<file path="config.mk">
export PLATFORM = sky130hd
export DESIGN_NAME = fifo_sync_pgen
export DESIGN_NICKNAME = d
export VERILOG_FILES = /design/src/rtl/fifo_pkg.sv /design/src/rtl/fifo_sync_pgen_pgen_src.sv /design/src/rtl/fifo_sync_pgen.sv
export SDC_FILE = /design/constraint.sdc
export NUM_CORES = 2
export LEC_CHECK = 0
export ABC_AREA = 1
export CORE_MARGIN = 3
export CORE_UTILIZATION = 40
export DETAILED_ROUTE_END_ITERATION = 6
export PLACE_DENSITY_LB_ADDON = 0.2
export SLEW_MARGIN = 10
export SYNTH_ARGS = -nofsm -noshare
export SYNTH_HDL_FRONTEND = slang
export SYNTH_SLANG_ARGS = --single-unit
</file>
<file path="constraint.sdc">
create_clock -name iclk -period 5.38 [get_ports iclk]
set_clock_uncertainty 0.1 [all_clocks]
set_input_delay 1.076 -clock iclk [delete_from_list [all_inputs] [get_ports iclk]]
set_output_delay 1.076 -clock iclk [all_outputs]
set_load 0.02 [all_outputs]
</file>
<file path="src/rtl/fifo_pkg.sv">
// Shared constants and types for the pattern-generating synchronous FIFO.
package fifo_pkg;

  localparam logic [31:0] LFSR_SEED = 32'h0000_0001;
  // Taps 32,22,2,1 as bit indices 31,21,1,0
  localparam logic [31:0] LFSR_TAPS = 32'h8020_0003;

  typedef enum logic [1:0] {
    PG_IDLE = 2'd0,
    PG_WAIT = 2'd1,
    PG_RUN  = 2'd2
  } pg_state_e;

  function automatic int cnt_width(input int depth);
    return $clog2(depth) + 1;
  endfunction

endpackage

</file>
<file path="src/rtl/fifo_sync_pgen_pgen_src.sv">
// Pattern source: waits PGEN_DELAY cycles after enable, then offers count or LFSR words.
module pgen_src
  import fifo_pkg::*;
#(
  parameter int WIDTH      = 64,
  parameter int PGEN_DELAY = 16384
) (
  input  logic             iclk,
  input  logic             irstn,
  input  logic             en,
  input  logic             mode,
  input  logic             accept,
  output logic             valid,
  output logic [WIDTH-1:0] data,
  output pg_state_e        state
);

  localparam int DW = $clog2(PGEN_DELAY + 1);

  logic [DW-1:0]    delay_cnt;
  logic             mode_q;
  logic [WIDTH-1:0] inc_val;
  logic [31:0]      lfsr;
  logic [WIDTH-1:0] lfsr_ext;

  generate
    if (WIDTH >= 32) begin : g_ext
      assign lfsr_ext = {{(WIDTH - 32){1'b0}}, lfsr};
    end else begin : g_trunc
      assign lfsr_ext = lfsr[WIDTH-1:0];
    end
  endgenerate

  // Handshake: a word is offered while valid; it is consumed, and the pattern
  // advances, only in a cycle where valid && accept. Without accept it holds.
  assign valid = (state == PG_RUN) && en;
  assign data  = mode_q ? lfsr_ext : inc_val;

  always_ff @(posedge iclk) begin
    if (!irstn) begin
      state     <= PG_IDLE;
      delay_cnt <= '0;
      mode_q    <= 1'b0;
      inc_val   <= '0;
      lfsr      <= LFSR_SEED;
    end else begin
      case (state)
        PG_IDLE: begin
          delay_cnt <= '0;
          inc_val   <= '0;
          lfsr      <= LFSR_SEED;
          mode_q    <= mode;
          if (en) state <= PG_WAIT;
        end
        PG_WAIT: begin
          if (!en) begin
            state <= PG_IDLE;
          end else begin
            delay_cnt <= delay_cnt + 1'b1;
            if (delay_cnt == DW'(PGEN_DELAY - 1)) state <= PG_RUN;
          end
        end
        PG_RUN: begin
          if (!en) begin
            state <= PG_IDLE;
          end else if (accept) begin
            if (mode_q) lfsr <= {lfsr[30:0], ^(lfsr & LFSR_TAPS)};
            else        inc_val <= inc_val + 1'b1;
          end
        end
        default: state <= PG_IDLE;
      endcase
    end
  end

endmodule

</file>
<file path="src/rtl/fifo_sync_pgen.sv">
// Single-clock FIFO with occupancy flags, sticky error flags and an optional
// built-in pattern source that writes when no external write is requested.
module fifo_sync_pgen
  import fifo_pkg::*;
#(
  parameter int DEPTH      = 16,
  parameter int WIDTH      = 64,
  parameter bit FWFT       = 1'b0,
  parameter int AF_LEVEL   = DEPTH - 2,
  parameter int AE_LEVEL   = 2,
  parameter int PGEN_DELAY = 16384
) (
  input  logic                        iclk,
  input  logic                        irstn,
  input  logic                        iwren,
  input  logic [WIDTH-1:0]            din,
  input  logic                        irden,
  output logic [WIDTH-1:0]            dout,
  output logic                        ovalid,
  output logic                        empty,
  output logic                        full,
  output logic                        almost_full,
  output logic                        almost_empty,
  output logic [cnt_width(DEPTH)-1:0] count,
  output logic                        ovf,
  output logic                        udf,
  input  logic                        iclr_err,
  input  logic                        ipgen_en,
  input  logic                        ipgen_mode,
  output logic [1:0]                  pgen_state
);

  localparam int AW = $clog2(DEPTH);
  localparam int CW = cnt_width(DEPTH);

  logic [WIDTH-1:0] mem [DEPTH];
  logic [AW-1:0]    wptr;
  logic [AW-1:0]    rptr;

  logic             pg_valid;
  logic [WIDTH-1:0] pg_data;
  logic             pg_accept;
  pg_state_e        pg_state;

  logic             wr_src;
  logic [WIDTH-1:0] wr_data;
  logic             wr_acc;
  logic             rd_acc;

  assign empty        = (count == '0);
  assign full         = (count == CW'(DEPTH));
  assign almost_full  = (count >= CW'(AF_LEVEL));
  assign almost_empty = (count <= CW'(AE_LEVEL));

  assign wr_src    = iwren | pg_valid;
  assign wr_data   = iwren ? din : pg_data;
  assign wr_acc    = wr_src & ~full;
  assign rd_acc    = irden & ~empty;
  assign pg_accept = ~iwren & pg_valid & ~full;
  assign pgen_state = pg_state;

  pgen_src #(
    .WIDTH      (WIDTH),
    .PGEN_DELAY (PGEN_DELAY)
  ) u_pgen (
    .iclk   (iclk),
    .irstn  (irstn),
    .en     (ipgen_en),
    .mode   (ipgen_mode),
    .accept (pg_accept),
    .valid  (pg_valid),
    .data   (pg_data),
    .state  (pg_state)
  );

  always_ff @(posedge iclk) begin
    if (wr_acc) mem[wptr] <= wr_data;
  end

  always_ff @(posedge iclk) begin
    if (!irstn) begin
      wptr  <= '0;
      rptr  <= '0;
      count <= '0;
      ovf   <= 1'b0;
      udf   <= 1'b0;
    end else begin
      if (wr_acc) wptr <= wptr + 1'b1;
      if (rd_acc) rptr <= rptr + 1'b1;
      case ({wr_acc, rd_acc})
        2'b10:   count <= count + 1'b1;
        2'b01:   count <= count - 1'b1;
        default: count <= count;
      endcase
      if (iclr_err)           ovf <= 1'b0;
      else if (iwren && full) ovf <= 1'b1;
      // A read at empty that coincides with an accepted write is not an underflow
      if (iclr_err)                           udf <= 1'b0;
      else if (irden && empty && !wr_acc)     udf <= 1'b1;
    end
  end

  generate
    if (FWFT) begin : g_fwft
      assign dout   = mem[rptr];
      assign ovalid = ~empty;
    end else begin : g_reg
      always_ff @(posedge iclk) begin
        if (!irstn) begin
          dout   <= '0;
          ovalid <= 1'b0;
        end else begin
          ovalid <= rd_acc;
          if (rd_acc) dout <= mem[rptr];
        end
      end
    end
  endgenerate

endmodule

</file>
==> flow_summary.json <==
{
  "fin_crit_ns": 3.43,
  "grt_start_max_net_pins": 221,
  "wirelength_um": 144000,
  "worst_skew_pair.late_latency_ns": 0.74,
  "initial_core_util": 0.405,
  "p_sw_frac": 0.318,
  "numPortBuffers": 148,
  "synthArstFlopShare": 0,
  "gr-usage-all-layers": 0.218,
  "worstPathRequired_ns": 5.91,
  "io_pins": 149,
  "synth_seq_cells": 1218,
  "nFillCells": 11300,
  "ctsHoldBuffers": 0,
  "cts_setup_buffers": 0,
  "p_per_area_mw_per_mm2": 442,
  "avgSynthCellArea_um2": 10.9,
  "seqPwrFrac": 0.431,
  "internal_power_mw": 17.4,
  "ys_seq_area_frac": 0.688,
  "coreArea_mm2": 0.124,
  "drtPass1Iterations": 6,
  "dp_worst_setup_slack_ns": 1.31,
  "postPlaceCellArea_mm2": 0.0538,
  "grt_pass1_wl_um": 216000,
  "yosys_most_used_dff": "edfxtp_1",
  "crit_fanout": 76,
  "maxCapViolCount": 0,
  "postRouteAntennaNets": 0,
  "die_h_um": 361,
  "worstSetupStartpointType": "flop",
  "ys_warn_count": 0,
  "antenna_found_initial": 6,
  "drive_gt1_frac": 0.0743,
  "cts_root_buf": "clkbuf_16",
  "slew_violations": 0,
  "grt_pass1_vias": 33400,
  "drcViolationCount": 0,
  "drtIter0Drc": 3771,
  "criticalPathCategory": "reg2reg",
  "areaGrowthSynthToFinish_pct": 14.8,
  "hold_class": "reg2reg",
  "combPwrFrac": 0.238,
  "timing.fmax_mhz": 292,
  "syn-num-nets": 4691,
  "synth_top_area_frac": 0.611,
  "cp.arrival_ns": 3.96,
  "cts_max_level": 4,
  "cts_tree": "yes",
  "post-route-period-util": 0.637,
  "tns_ns": 0,
  "cts_buffers": 130,
  "fp.dieW_um": 361,
  "postLayoutCoreUtil": 0.465,
  "ir_drop_mv": 0.458,
  "ctsResizeCount": 0,
  "synth_area_leaders": "edfxtp_1 61%, nor2_1 8.4%, dfxtp_1 7.7%",
  "vias_per_cell": 5.46,
  "final-hold-violation-count": 0,
  "synthCells": 4609,
  "syn_area_mm2": 0.0504,
  "power_switching_mw": 8.13,
  "clock_sinks": 1218,
  "power.leakage_nw": 19.1,
  "status": "finished, final reports clean",
  "end_kind": "flop",
  "rsz0062_at_grt": "false",
  "synthDistinctLibCells": 44,
  "hpwl_um": 80500,
  "tightestPinTransition_ns": 1.26,
  "wl_per_cell_um": 22.4,
  "die_area_mm2": 0.130,
  "gr-total-overflow": 0,
  "setup_viol": 0,
  "pwr-share-clk": 0.331,
  "gp_congestion": 0.862,
  "max-slew-margin-rel": 0.154,
  "yosysTopAreaCell": "edfxtp_1",
  "path_clk_slew_ns": 0.06,
  "num_vias": 35100,
  "timing.final.ws_setup_ns": 1.95,
  "postLayoutCellArea_mm2": 0.0578,
  "synth_edf_count": 1024,
  "fin_nets": 4775,
  "mostFrequentLayoutCells": "1115 x nor2_1, 1024 x edfxtp_1, 546 x o21ai_0",
  "final_common_cell": "nor2_1",
  "cts_buffer_depth": 3,
  "rows": 129
}
-- final timing paths --
| kind | start | end | slack [ns] | cells after the start |
|---|---|---|---|---|
| min | u_pgen.delay_cnt[7] | u_pgen.delay_cnt[7] | 0.38 | 2 |
| min reg2reg | u_pgen.delay_cnt[7] | u_pgen.delay_cnt[7] | 0.38 | 2 |
| max | rptr[1] | dout[31] | 1.95 | 9 |
| max reg2reg | rptr[1] | dout[31] | 1.95 | 9 |
-- synth_stat cells, types with 2 or more instances --
| cell type | number |
|---|---|
| nor2_1 | 1133 |
| edfxtp_1 | 1024 |
| o21ai_0 | 546 |
| nand2_1 | 400 |
| nand3_1 | 278 |
| o211ai_1 | 256 |
| dfxtp_1 | 194 |
| inv_1 | 181 |
| a21oi_1 | 148 |
| clkbuf_1 | 147 |
| buf_2 | 100 |
| nand4_1 | 29 |
| o31ai_1 | 25 |
| nor3_1 | 21 |
| buf_4 | 20 |
| buf_1 | 13 |
| ha_1 | 11 |
| nand2_2 | 8 |
| xor2_1 | 8 |
| nand3_2 | 7 |
| o21a_1 | 7 |
| nor2_2 | 6 |
| o21ai_1 | 6 |
| buf_6 | 5 |
| inv_2 | 5 |
| nor2_4 | 4 |
| or2_2 | 4 |
| a21boi_0 | 2 |
| a22oi_1 | 2 |
| a31oi_1 | 2 |
| and2_1 | 2 |
| o21bai_1 | 2 |
| xnor2_1 | 2 |
-- cell families after synthesis --
| group | count (synthesis) | synth area share |
|---|---|---|
| buffers and inverters | 472 | 0.0399 |
| AOI/OAI and AO/OA | 1000 | 0.114 |
| and+or+nand+nor | 1898 | 0.154 |
| xor gates and xnor gates | 10 | 0.00174 |
| adders and majority gates | 11 | 0.00273 |
| DFF | 1218 | 0.688 |
-- routing by layer --
metal,up-vias,share of wire,GRT usage
met4,0,0.026,0.0680
met2,1177,0.46,0.339
met5,-,0,0
met1,17300,0.46,0.318
met3,215,0.059,0.0275
li1,16400,-,-
-- cell type report --
cell class / count / area, um2 / area share
clock buffer: 178 / 3570 / 0.0617
sequential: 1218 / 34600 / 0.599
antenna: 1 / 2.50 / 0.0000433
timing repair buffer: 237 / 2420 / 0.0419
multi-input combinational: 2919 / 14000 / 0.242
clock inverter: 55 / 409 / 0.00707
inverter: 187 / 736 / 0.0127
tap: 1637 / 2050 / 0.0354
-- through the flow --
| step | hold slack [ns] | std cells | power, mW |
|---|---|---|---|
| after floorplan | 0.343 | 4609 | 15.2 |
| after global placement | 0.360 | 6198 | 17.3 |
| after detailed placement | 0.370 | 6198 | 17.3 |
| after CTS | 0.381 | 6431 | 25.8 |
| after global routing | 0.402 | 6431 | 26.8 |
| final | 0.381 | 6432 | 25.5 |
-- state kept, by name, indices dropped and copies added, names as in the netlist --
| register | count |
|---|---|
| ovf | 1 |
| count | 5 |
| rptr | 4 |
| u_pgen.mode_q | 1 |
| u_pgen.state | 2 |
| u_pgen.lfsr | 32 |
| ovalid | 1 |
| udf | 1 |
| u_pgen.delay_cnt | 15 |
| dout | 64 |
| mem | 1024 |
| wptr | 4 |
| u_pgen.inc_val | 64 |
-- critical path, cell delays in order, from the launching register on --
cell and delay (ns):
dfxtp_4 0.82, buf_4 0.69, buf_4 0.76, nor2_1 0.11, o21ai_0 0.11, o211ai_1 0.11, nand3_1 0.13, nand3_1 0.26
nand2_1 0.16, inv_1 0.04
-- power by group through the flow --
| stage | Clock (mW) | Combinational [mW] | Sequential [mW] |
|---|---|---|---|
| floorplan | 0 | 3.86 | 11.3 |
| global placement | 0 | 6.07 | 11.2 |
| detailed placement | 0 | 6.10 | 11.2 |
| CTS | 8.63 | 6.12 | 11.0 |
| global route | 9.02 | 6.76 | 11.1 |
| finish | 8.46 | 6.08 | 11.0 |
Note: power is estimated with default switching activity, not from simulation.
